<file path="src/rtl/mult_share_arbiter.sv">
// Round-robin time-sharing of one multiplier between NREQ requesters; optional WAIT timeout under MUL_TIMEOUT_EN.
// Latency: grant 1 cycle after req seen in IDLE, mul_start 1 cycle later, done 1 cycle after mul_ready sampled high.
// Backpressure: one transaction at a time; other requesters hold req until granted, and RELEASE waits for mul_ready low.
module mult_share_arbiter #(
  parameter int NREQ    = 2,
  parameter int WIDTH   = 6,
  parameter int PWIDTH  = 14,
  parameter int TIMEOUT = 64
) (
  input  logic                    clock,
  input  logic                    reset,
  input  logic [NREQ-1:0]         req,
  input  logic [NREQ*WIDTH-1:0]   op_a,
  input  logic [NREQ*WIDTH-1:0]   op_b,
  output logic [NREQ-1:0]         grant,
  output logic [NREQ-1:0]         done,
  output logic [PWIDTH-1:0]       product_out,
  output logic                    busy,
  output logic                    error,
  output logic [WIDTH-1:0]        mul_word1,
  output logic [WIDTH-1:0]        mul_word2,
  output logic                    mul_start,
  input  logic [PWIDTH-1:0]       mul_product,
  input  logic                    mul_ready
);

  localparam int IW = (NREQ > 1) ? $clog2(NREQ) : 1;

  typedef enum logic [1:0] {
    S_IDLE    = 2'd0,
    S_ISSUE   = 2'd1,
    S_WAIT    = 2'd2,
    S_RELEASE = 2'd3
  } state_t;

  state_t          state;
  state_t          state_next;
  logic [IW-1:0]   last;       // most recently completed requester
  logic [IW-1:0]   gidx;       // requester currently holding the multiplier
  logic [IW-1:0]   sel_idx;
  logic            sel_found;
  logic            timed_out;

  // Round-robin pick: first requesting index after 'last', wrapping around.
  always_comb begin
    sel_found = 1'b0;
    sel_idx   = '0;
    for (int k = 1; k <= NREQ; k++) begin
      int idx;
      idx = int'(last) + k;
      if (idx >= NREQ) idx = idx - NREQ;
      if (!sel_found && req[IW'(idx)]) begin
        sel_found = 1'b1;
        sel_idx   = IW'(idx);
      end
    end
  end

`ifdef MUL_TIMEOUT_EN
  localparam int CW = $clog2(TIMEOUT + 1);
  logic [CW-1:0] wait_cnt;

  // Fires in the TIMEOUT-th WAIT cycle if the multiplier still has not answered.
  assign timed_out = (state == S_WAIT) && !mul_ready && (wait_cnt == CW'(TIMEOUT - 1));

  // WAIT-cycle counter and the error pulse that accompanies a timed-out done.
  always_ff @(posedge clock) begin
    if (reset) begin
      wait_cnt <= '0;
      error    <= 1'b0;
    end else begin
      error <= timed_out;
      if (state == S_ISSUE)
        wait_cnt <= '0;
      else if (state == S_WAIT && wait_cnt != CW'(TIMEOUT))
        wait_cnt <= wait_cnt + CW'(1);
    end
  end
`else
  assign timed_out = 1'b0;
  assign error     = 1'b0;
`endif

  // Next-state logic; RELEASE waits for ready to drop so a stale ready is never reused.
  always_comb begin
    state_next = state;
    case (state)
      S_IDLE:    if (sel_found) state_next = S_ISSUE;
      S_ISSUE:   state_next = S_WAIT;
      S_WAIT:    if (mul_ready || timed_out) state_next = S_RELEASE;
      S_RELEASE: if (!mul_ready) state_next = S_IDLE;
      default:   state_next = S_IDLE;
    endcase
  end

  // State register.
  always_ff @(posedge clock) begin
    if (reset) state <= S_IDLE;
    else       state <= state_next;
  end

  // Datapath: operand latch, start sequencing, result capture and grant/done outputs.
  always_ff @(posedge clock) begin
    if (reset) begin
      grant       <= '0;
      done        <= '0;
      product_out <= '0;
      mul_word1   <= '0;
      mul_word2   <= '0;
      mul_start   <= 1'b0;
      gidx        <= '0;
      last        <= IW'(NREQ - 1);
    end else begin
      done <= '0;
      case (state)
        S_IDLE: begin
          if (sel_found) begin
            gidx      <= sel_idx;
            grant     <= NREQ'(1) << sel_idx;
            mul_word1 <= op_a[sel_idx*WIDTH +: WIDTH];
            mul_word2 <= op_b[sel_idx*WIDTH +: WIDTH];
          end
        end
        S_ISSUE: mul_start <= 1'b1;
        S_WAIT: begin
          if (mul_ready || timed_out) begin
            product_out <= mul_ready ? mul_product : '0;
            done        <= grant;
            mul_start   <= 1'b0;
            last        <= gidx;
          end
        end
        S_RELEASE: grant <= '0;
        default: ;
      endcase
    end
  end

  assign busy = (state != S_IDLE);

endmodule

</file>
<file path="config.mk">
export PLATFORM = sky130hd
export DESIGN_NAME = mult_share_arbiter
export DESIGN_NICKNAME = d
export VERILOG_FILES = /design/src/rtl/mult_share_arbiter.sv
export SDC_FILE = /design/constraint.sdc
export NUM_CORES = 1
export LEC_CHECK = 0
export CELL_PAD_IN_SITES_DETAIL_PLACEMENT = 1
export CELL_PAD_IN_SITES_GLOBAL_PLACEMENT = 1
export CORE_ASPECT_RATIO = 0.75
export CORE_MARGIN = 10
export CORE_UTILIZATION = 28
export CTS_CLUSTER_DIAMETER = 100
export DETAILED_ROUTE_END_ITERATION = 12
export HOLD_SLACK_MARGIN = 0.03
export PLACE_DENSITY = 0.88
export SLEW_MARGIN = 20
export SYNTH_ARGS = -nofsm -noshare
export SYNTH_HDL_FRONTEND = slang
export SYNTH_SLANG_ARGS = --single-unit
</file>
<file path="constraint.sdc">
create_clock -name clock -period 1.74 [get_ports clock]
set_clock_uncertainty 0.15 [all_clocks]
set_input_delay 0.435 -clock clock [delete_from_list [all_inputs] [get_ports clock]]
set_output_delay 0.435 -clock clock [all_outputs]
set_load 0.1 [all_outputs]
</file>
==> results of run 1 <==
kinds of logic (layout without fill, tap and decap cells):
kind of cell | count (synthesis) | count (layout) | synth area share [%]
compound gates | 36 | 36 | 21.8
flops | 35 | 35 | 48.5
simple gates | 24 | 24 | 8.14
buf+inv | 17 | 99 | 8.14
mux | 14 | 14 | 9.70
fa+ha+maj | 4 | 4 | 3.46
other cells | 1 | 1 | 0.259
worst reg2reg max path, delay by kind of cell, from the launching register on:
family,cells,cell delay (ps)
flip-flops,1,360
AO/OA/AOI/OAI,1,210
adder cells (fa/ha/maj),1,150
AND/OR/NAND/NOR,2,250
buffers and inverters,3,380
synth_stat cells (2+ instances only):
cell type,instances
buf_6,5
ha_1,4
a211oi_1,9
nor2b_1,2
inv_1,5
a211oi_2,6
a21oi_1,3
a22o_1,14
nor2_1,14
dfxtp_1,35
buf_4,4
and2_1,3
mux2i_1,14
registers in the layout (all words and copies together) (netlist names):
register and cells:
done 2, gidx 1, grant 2, last 1, mul_start 1, mul_word1 6
mul_word2 6, product_out 14, state 2
final cells by class:
class | instances | area (um^2)
multi-input cells | 79 | 639
clock buffers | 8 | 100
repair buffers | 85 | 1170
well taps | 60 | 75.1
fillers | 507 | 2230
flip-flops and latches | 35 | 708
inverters | 6 | 31.3
through the flow:
stage               area, um^2  instances
floorplan                 1450        131
global placement          2590        264
detailed placement        2590        264
CTS                       2710        273
global route              2720        273
finish                    2720        273
routing by layer:
metal  track usage (%)  share of wire (%)
met1              11.8                 41
met2              19.8                 52
met3              4.48                7.1
met4              2.91               0.74
met5                 0                  0
power by group:
group / internal (mW) / leakage, nW / total, mW / switching (mW)
clock network: 0.361 / 0.0515 / 0.638 / 0.277
logic: 0.972 / 0.805 / 2.55 / 1.58
registers: 0.985 / 0.287 / 1.19 / 0.202
what timing repair did:
item / 4_1_cts / 5_1_grt
resized for setup: 6 / 4
setup endpoints to repair: 1 / 1
pin swaps: 1 / 1
buffers inserted: 1 / 0
hold buffers: 0 / 0
final timing paths:
check	cells after the start	start	to
max	4	state[0]	busy
min	2	gidx	last
max reg2reg	7	state[0]	mul_word2[1]
min reg2reg	2	gidx	last
==> flow_metrics.tcl, run 1 <==
set metrics [dict create \
    die_area_um2 8460 \
    synth_edf_count 0 \
    drt_wl_total_um 4740 \
    synth.top_cell.area_share_pct 48.5 \
    cp_top_family "flip-flops" \
    crit_fanout 4 \
    syn-num-nets 178 \
    grt_max_degree 21 \
    hold_viol 0 \
    hold_path.class "reg2reg" \
    coreArea_um2 4950 \
    grt_setup_unrepaired "true" \
    synth_area_leaders "dfxtp_1, mux2i_1, a22o_1, a211oi_2, a211oi_1" \
    root_buffer "clkbuf_8" \
    status "finished, final reports clean" \
    overflow 0 \
    synth_flop_cell "dfxtp_1" \
    p_per_area_nw_per_um2 1610 \
    worstSetupEndpointType "output port" \
    boundaryPins 76 \
    whs_ps 319 \
    fmax_mhz 586 \
    start_util_pct 29.2 \
    p_leak_nw 1.14 \
    ys_types 26 \
    fin_crit_sh_pct 98.1 \
    die_w_um 103 \
    antenna_left 0 \
    critPathArrivalTime_ps 1120 \
    wl_per_cell_um 17.4 \
    place.gp.congestion 0.669 \
    ys_async_sr_fraction_pct 0 \
    drt_iter0_drc 41 \
    yosys.area.top_type "dfxtp_1" \
    crit_buf_inv 3 \
    drv_cap 0 \
    clk_pin_slew_ps 70 \
    grt_first_pass_wirelength_um 7180 \
    crit_chain "inv_4, ha_4, clkinvlp_4, buf_12" \
    critPathKind "reg2out" \
    finalWorstSetupSlack_ps 32.5 \
    viasPerCell 4.69 \
    min_period_ps 1710 \
    port_buffers 73 \
    first_global_vias 1381 \
    critPathMaxStageDelay_ps 360 \
    drcViolationCount 0 \
    setup_tns_ps 0 \
    grt_antenna_before_repair 0 \
    synthCells 131 \
    cts_buffer_depth 2 \
    grt_util_all_layers_pct 11.0 \
    rows 22 \
    place_ws_ps -186 \
    cp-start-kind "register" \
    clock_latency_ps 280 \
    final_common_cell "clkdlybuf4s50_1" \
    numCtsBuffers 5 \
    setup-violations-final 0 \
    htree_levels 2 \
    num_antenna_cells 0 \
    slew_viol_final 0 \
    postLayoutCoreUtil_pct 54.9 \
    ir_drop_uv 813 \
    die_y_um 82.2 \
    layout.nets 259 \
    final_cell_mix "clkdlybuf4s50_1, buf_12, dfxtp_1" \
    cts_tree "yes" \
    drtPass1Iterations 4 \
    dpl.hpwl_um 3890 \
    vias 1281 \
    r2r_setup_slack_ps 160 \
    postSynthAreaPerCell_um2 11.0 \
    ys_seq_area_share_pct 48.5 \
    synth_area_um2 1450 \
    ys_ff_latch 35 \
    area_delta_synth_final_pct 88.2 \
    yosys_warnings 0 \
    drive_gt1_share_pct 31.0 \
    p_total_mw 4.37 \
    cts.sinks 35 \
    required_ps 1150 \
    crit_slowest_cell "dfxtp_4" \
]
Power figures use the tool's default switching activity.
==> inputs of run 2 (changes only) <==
- CORE_ASPECT_RATIO: 0.75 -> 0.5
- CORE_UTILIZATION: 28 -> 29
- CTS_BUF_LIST: unset -> sky130_fd_sc_hd__clkbuf_8
- PLACE_DENSITY: 0.88 -> 0.9
==> flow_metrics.tcl, run 2 (synthesis gave the netlist of run 1 again) <==
set metrics [dict create \
    status "finished, final reports clean" \
    crit_slowest_cell "dfxtp_4" \
    dpl.hpwl_um 4110 \
    final_cell_mix "clkdlybuf4s50_1, buf_12, dfxtp_1" \
    cp-start-kind "register" \
    coreArea_um2 4860 \
    drt_iter0_drc 33 \
    viasPerCell 4.63 \
    rows 18 \
    grt_setup_unrepaired "true" \
    critPathKind "reg2out" \
    critPathArrivalTime_ps 1130 \
    min_path_cells 2 \
    worstSetupEndpointType "output port" \
    critPathMaxStageDelay_ps 370 \
    grt_max_degree 19 \
    place_ws_ps -161 \
    drt_wl_total_um 5360 \
    use_met1_pct 12.2 \
    largest_reg_flops 14 \
    drcViolationCount 0 \
    cp-startpoint "state[0]" \
    drtPass1Iterations 4 \
    p_per_area_nw_per_um2 1610 \
    critPathCapture "busy" \
    boundaryPins 76 \
    hold_viol 0 \
    r2r_cells 7 \
    root_buffer "clkbuf_8" \
    layout.nets 257 \
    htree_levels 2 \
    finalWorstSetupSlack_ps 29.7 \
    num_antenna_cells 0 \
    setup_tns_ps 0 \
    die_area_um2 8380 \
    postLayoutCoreUtil_pct 55.5 \
    place.gp.congestion 0.690 \
    die_y_um 69.9 \
    drive_gt1_share_pct 29.9 \
    first_global_vias 1481 \
    whs_ps 361 \
    grt_first_pass_wirelength_um 8220 \
    port_buffers 73 \
    fin_crit_sh_pct 98.3 \
    post-place-cells 271 \
    cts_tree "yes" \
    grt_util_met2_pct 25.0 \
    cts_buffer_depth 2 \
    clk_pin_slew_ps 70 \
    vias 1300 \
    postPlaceCellArea_um2 2580 \
    fin_area_um2 2700 \
    p_leak_nw 1.13 \
    final_cells 281 \
    top_usage_layer "met2" \
    ir_drop_uv 461 \
    p_total_mw 4.34 \
    r2r-start "state[0]" \
    cts.sinks 35 \
    slew_viol_final 0 \
    overflow 0 \
    fmax_mhz 585 \
    numCtsBuffers 5 \
    final_common_cell "clkdlybuf4s50_1" \
    use_met3_pct 2.97 \
    area_delta_synth_final_pct 86.8 \
    r2r_setup_slack_ps 90 \
    drv_cap 0 \
    crit_fanout 4 \
    grt_antenna_before_repair 0 \
    min_period_ps 1710 \
    required_ps 1150 \
    wl_per_cell_um 19.1 \
    reg_top3 "product_out x14, mul_word1 x6, mul_word2 x6" \
    clock_latency_ps 290 \
    hold_path.class "reg2reg" \
    grt_util_all_layers_pct 12.3 \
    die_w_um 120 \
    r2r_end "mul_word2[1]" \
    antenna_left 0 \
    crit_chain "inv_4, ha_4, clkinvlp_4, buf_12" \
    start_util_pct 29.7 \
    setup-violations-final 0 \
    top_register "product_out" \
]
==> run 2: how the worst min path moves through the flow <==
stage	start	to	slack, ps
CTS	gidx	last	360
global placement	gidx	last	310
finish	gidx	last	360
floorplan	gidx	last	280
global route	gidx	last	380
detailed placement	gidx	last	350
==> run 2: final cells by class <==
class | count | area, um^2
Tap cell | 70 | 87.6
Sequential cell | 35 | 708
Clock inverter | 3 | 12.5
Clock buffer | 5 | 68.8
Fill cell | 517 | 2170
Inverter | 6 | 31.3
Timing Repair Buffer | 83 | 1150
Multi-Input combinational cell | 79 | 639
==> run 2: repair_timing <==
action | CTS | global route
endpoints found under the setup margin | 1 | 4
resized for setup | 6 | 4
gates cloned | 0 | 0
hold buffers | 0 | 0
setup buffers | 1 | 1
pin swaps | 1 | 1
==> run 2: report_power, final <==
part	switching, mW	internal, mW	total (mW)
Combinational	1.63	0.970	2.60
Clock	0.287	0.269	0.556
Sequential	0.198	0.985	1.18
Total	2.11	2.22	4.34
==> run 2: per-layer routing <==
metal | share of wire (%) | vias up | wire [um]
met5 | 0 | - | 0
li1 | - | 626 | -
met3 | 3.2 | 8 | 174
met4 | 0.90 | 0 | 48
met2 | 58 | 31 | 3130
met1 | 37 | 635 | 2010
==> run 2: critical path, delay by kind of cell (launching register included) <==
kind	cells	cell delay, ps
adder cells (fa/ha/maj)	1	150
flip-flops	1	370
buffers and inverters	3	330
==> variant 1: new RTL, settings of run 2 <==
Set the parameter `NREQ` to 1 (it was 2).
--- a/src/rtl/mult_share_arbiter.sv
+++ b/src/rtl/mult_share_arbiter.sv
@@ -3,5 +3,5 @@
 // Backpressure: one transaction at a time; other requesters hold req until granted, and RELEASE waits for mul_ready low.
 module mult_share_arbiter #(
-  parameter int NREQ    = 2,
+  parameter int NREQ    = 1,
   parameter int WIDTH   = 6,
   parameter int PWIDTH  = 14,
Interface: changed (5 resized); port bits go from 76 to 61. The function was not compared with the original's and may differ.
==> variant 1 against run 2 <==
  * Clock power increased by 62%
  * Power decreased by 8.1%
  * Synthesized area decreased by 8.6%
  * Sequential cell count decreased by 2
  * Sequential power decreased by 13%
  * Routed wire length increased by 1.8%
  * Setup slack got worse by 0.011 ns
  * Design area decreased by 7.5%
  * First-iteration DRC count increased by 120%
==> variant 1: results (changes against run 2) <==
share of cells above drive strength 1=0.259 (-0.0396); post-synth cell types=22 (-15%); Worst Path Arrival=1.14 ns; Sequential Power Share=0.258 (-0.015); Syn Nets=191 (+7.3%); vias in the first global route=1,596 (+7.8%); top cells by count, synth=45 x nand2_1, 33 x dfxtp_1, 31 x a21oi_1; diode count=0 (unchanged); Vias=1,361 (+4.7%); Clock transition at path regs=0.08 ns; Peak supply drop=0.601 mV (+30%); clk buf depth=2 (unchanged); Total Routing Usage GR=0.146 (+0.0233); cts bufs inserted=5 (unchanged); leakage dissipation=0.952 nW (-16%); P per Cell Area=1600 mW/mm² (-0.67%); Post-synth ARST share=0 (unchanged); clock share of power=0.225 (+0.097); initial antenna violation count=0 (unchanged); clock latency on the worst-skew pair=0.30 ns; Max H-tree Level=2 (unchanged); Placement Setup Slack=-0.116 ns (+0.0456 ns); Final HPWL DP=4.04 mm (-1.7%); met3 wire len=221 µm (+27%); critical path fanouts, max=2 (-2); pin count of the biggest net entering global routing=16 (-3); top post-synthesis cells by area=dfxtp_1 50%, nand2_1 13%, a21oi_1 12%; Fillers=485 (-6.2%); yosys warns=0 (unchanged); Top Registers=product_out x14, mul_word1 x6, mul_word2 x6; Sw Pwr=1.78 mW (-16%); IO Port Bufs=59 (-19%); WL/cell=19.4 µm (+1.8%); HP Class=flip-flop to flip-flop; post-synth top area share=0.500 (+0.0152); DRT iter0 DRCs=74 (+120%); clk root buf=clkbuf_8; Final Wtd Congestion=0.671 (-2.8%); post-synthesis sequential area ratio=0.500 (+0.0152); met1 wire length=2.14 mm (+6.9%); uppermost layer routed=met4; first-pass GRT wire length=8.76 mm (+6.6%); nets@finish=257 (unchanged); met2 WL=3.02 mm (-3.5%); status=finished clean; drt pass-1 iters=4 (unchanged)
[variant 1: kinds of logic after synthesis]
family / share of synthesized area
buffers and inverters: 0.0615
other: 0.00284
adders and majority gates: 0.0379
AOI/OAI and AO/OA: 0.136
DFF: 0.500
and+or+nand+nor: 0.246
muxes: 0.0152
[variant 1: stage by stage]
| step | utilization | TNS (ns) | cell area, µm² | std cells |
|---|---|---|---|---|
| global route | 0.567 | -0.0137 | 2500 | 281 |
| finish | 0.567 | 0 | 2500 | 281 |
| CTS | 0.566 | 0 | 2490 | 280 |
| detailed placement | 0.527 | -0.534 | 2320 | 268 |
| floorplan | - | -0.00315 | 1350 | 157 |
| global placement | 0.527 | -0.0859 | 2320 | 268 |
[variant 1: layout make-up]
type	count	area, µm²	area share
Inverter	4	21.3	0.00852
Timing Repair Buffer	72	1010	0.406
Clock inverter	3	65.1	0.0261
Clock buffer	5	68.8	0.0276
Multi-Input combinational cell	107	592	0.237
Sequential cell	33	666	0.267
Tap cell	57	71.3	0.0286
[variant 1: repair_timing]
action,in CTS,in global routing
gates cloned,0,0
endpoints found under the hold margin,0,0
resized for setup,3,0
endpoints found under the setup margin,1,1
hold buffers,0,0
buffers inserted,4,1
pin swaps,1,1
[variant 1: critical path, stage by stage (launching register included)]
cell and delay (ns):
dfxtp_2 0.33, inv_2 0.08, ha_4 0.15, clkinvlp_4 0.10
buf_12 0.17
[variant 1: worst paths after layout]
check | from | endpoint | slack [ns] | cells past startpoint
worst max register to register | state[0] | state[1] | 0.11 | 6
worst min register to register | product_out[10] | product_out[10] | 0.35 | 2
worst max-delay path | state[0] | busy | 0.02 | 4
worst min-delay path | product_out[10] | product_out[10] | 0.35 | 2
[variant 1: metal layers]
metal,vias up,global-route usage
met5,-,0
li1,655,-
met4,0,0.0533
met2,29,0.281
met3,7,0.0398
met1,670,0.153
==> variant 2: new RTL, flow settings as in run 2 <==
Made on the original files. Encoding of `state_t`: now one-hot (4 bits for 4 states).
--- a/src/rtl/mult_share_arbiter.sv
+++ b/src/rtl/mult_share_arbiter.sv
@@ -27,9 +27,9 @@
   localparam int IW = (NREQ > 1) ? $clog2(NREQ) : 1;
 
-  typedef enum logic [1:0] {
-    S_IDLE    = 2'd0,
-    S_ISSUE   = 2'd1,
-    S_WAIT    = 2'd2,
-    S_RELEASE = 2'd3
+  typedef enum logic [3:0] {
+    S_IDLE    = 4'b0001,
+    S_ISSUE   = 4'b0010,
+    S_WAIT    = 4'b0100,
+    S_RELEASE = 4'b1000
   } state_t;
 
Behaviour: no difference found for any inputs over 10 cycles, from zero or initial values and one cycle with reset high; not proved beyond that.
==> variant 2 against run 2 <==
  * The flow now finishes with violations (setup timing)
  * Synthesized area up 13%
  * Setup slack worse by 0.13 ns
  * Global-route usage up 2.9 points
  * Sequential cell count up 2
  * Design area up 9.6%
  * Core utilization down 1.4 points
  * Routed wire length up 38%
  * Via count up 32%
  * Highest routed layer unchanged
Power is not compared: it rests on default switching activity, and its combinational part moved more than twofold at a synthesized area within 25%.
==> variant 2: results (changes against run 2) <==
final setup margin=-0.0963 ns (-0.126 ns); pin count of the biggest net entering global routing=20 (+1); post-synth cell types=36 (+38%); initial antenna violation count=0 (unchanged); wirelength, routed=7.38 mm (+38%); Vias/cell=5.27 (+14%); first-pass GRT wire length=11.2 mm (+37%); share of cells above drive strength 1=0.280 (-0.0191); Fillers=594 (+15%); top cells by count, synth=37 x dfxtp_1, 27 x a21oi_1, 17 x nand3_1; met3 wire len=239 µm (+37%); Post-DRT Antenna Nets=0 (unchanged); Final HPWL DP=5.39 mm (+31%); r2r setup slk=0.05 ns (-0.04 ns); Top Registers=product_out x14, mul_word1 x6, mul_word2 x6; nets@finish=297 (+16%); Syn Nets=213 (+20%); clock latency on the worst-skew pair=0.28 ns; Final setup violation count=1 (+1); met1 wire length=3.00 mm (+50%); WL/cell=22.6 µm (+18%); Worst R2R Path Depth=6 (-1); hold path start=product_out[3]; Worst Setup EP=busy; DRT iter0 DRCs=88 (+170%); Final Wtd Congestion=0.745 (+7.9%); clk buf depth=2 (unchanged); top post-synthesis cells by area=dfxtp_1 45%, a21oi_1 8.3%, mux2i_1 7.4%; Post-Synthesis Cells=170 (+30%); met2 WL=4.04 mm (+29%); slowest CP cell=nor4b_4; crit path from=state[3]; failing checks=setup timing; Total Routing Usage GR=0.152 (+0.0288); status=finished with violations; IO Port Bufs=73 (unchanged); critical path fanouts, max=2 (-2); vias in the first global route=1,905 (+29%); post-placement cell count=317 (+17%); post-synthesis sequential area ratio=0.454 (-0.0309)
==> variant 2: cell types whose count changed in the layout (fill, tap and decap cells not counted), sizes merged, moves of 4 or more <==
cell and change:
a21oi +23, nand3 +17, ha -4, nor2 -13, nor3b +4, buf +10
o21ai +16, a22o -14
==> variant 2: how the worst min path moves through the flow <==
stage | cells past startpoint | endpoint | slack, ns
after CTS | 2 | last | 0.38
final | 2 | product_out[3] | 0.38
after detailed placement | 2 | last | 0.34
after global routing | 2 | last | 0.39
after global placement | 2 | last | 0.32
after floorplan | 2 | last | 0.31
==> variant 2: layout make-up <==
| type | count | area [µm²] | area share |
|---|---|---|---|
| flip-flops and latches | 37 | 743 | 0.251 |
| inverters | 5 | 21.3 | 0.00719 |
| well taps | 73 | 91.3 | 0.0309 |
| clock inverters | 1 | 3.75 | 0.00127 |
| repair buffers | 94 | 1250 | 0.424 |
| multi-input cells | 111 | 762 | 0.258 |
| clock buffers | 6 | 82.6 | 0.0279 |
==> variant 2: routing by layer <==
| metal | GRT usage | vias to the layer above |
|---|---|---|
| li1 | - | 790 |
| met5 | 0 | - |
| met2 | 0.284 | 41 |
| met3 | 0.0363 | 10 |
| met1 | 0.171 | 881 |
| met4 | 0.0364 | 0 |
==> variant 2: metrics by stage <==
step	setup TNS (ns)	instance area [µm²]	setup WS (ns)	total power, mW	util
CTS	-0.106	2920	-0.106	2.40	0.533
detailed placement	-5.32	2810	-0.278	1.80	0.515
finish	-0.0963	2960	-0.0963	2.42	0.541
global placement	-1.37	2810	-0.0798	1.76	0.515
global route	-0.161	2960	-0.148	2.51	0.541
floorplan	0	1630	0.0183	1.43	-
==> variant 2: power breakdown <==
part | switching (mW) | leakage [nW] | internal (mW) | total, mW
Clock | 0.282 | 0.0485 | 0.308 | 0.590
Combinational | 0.523 | 0.749 | 0.358 | 0.882
Sequential | 0.0521 | 0.303 | 0.893 | 0.945
==> variant 2: timing repair <==
item                                    in CTS  in global routing
pin swaps                                    1                  2
cloned                                       0                  1
endpoints found under the setup margin       1                 23
setup buffers                                2                  2
resized for setup                            1                  5
==> variant 2: critical path, delay by kind of cell, from the launching register on <==
family | cells | cell delay (ns)
and+or+nand+nor | 1 | 0.38
buffers and inverters | 2 | 0.24
DFF | 1 | 0.34
==> variant 2: cell families (layout without fill, tap and decap cells) <==
| group | count (synthesis) | count (layout) | share of synthesized area |
|---|---|---|---|
| mux | 12 | 12 | 0.0736 |
| simple gates | 33 | 33 | 0.133 |
| flops | 37 | 37 | 0.454 |
| buf+inv | 22 | 106 | 0.0866 |
| compound gates | 63 | 63 | 0.239 |
| other cells | 1 | 1 | 0.00230 |
| xor+xnor | 2 | 2 | 0.0107 |
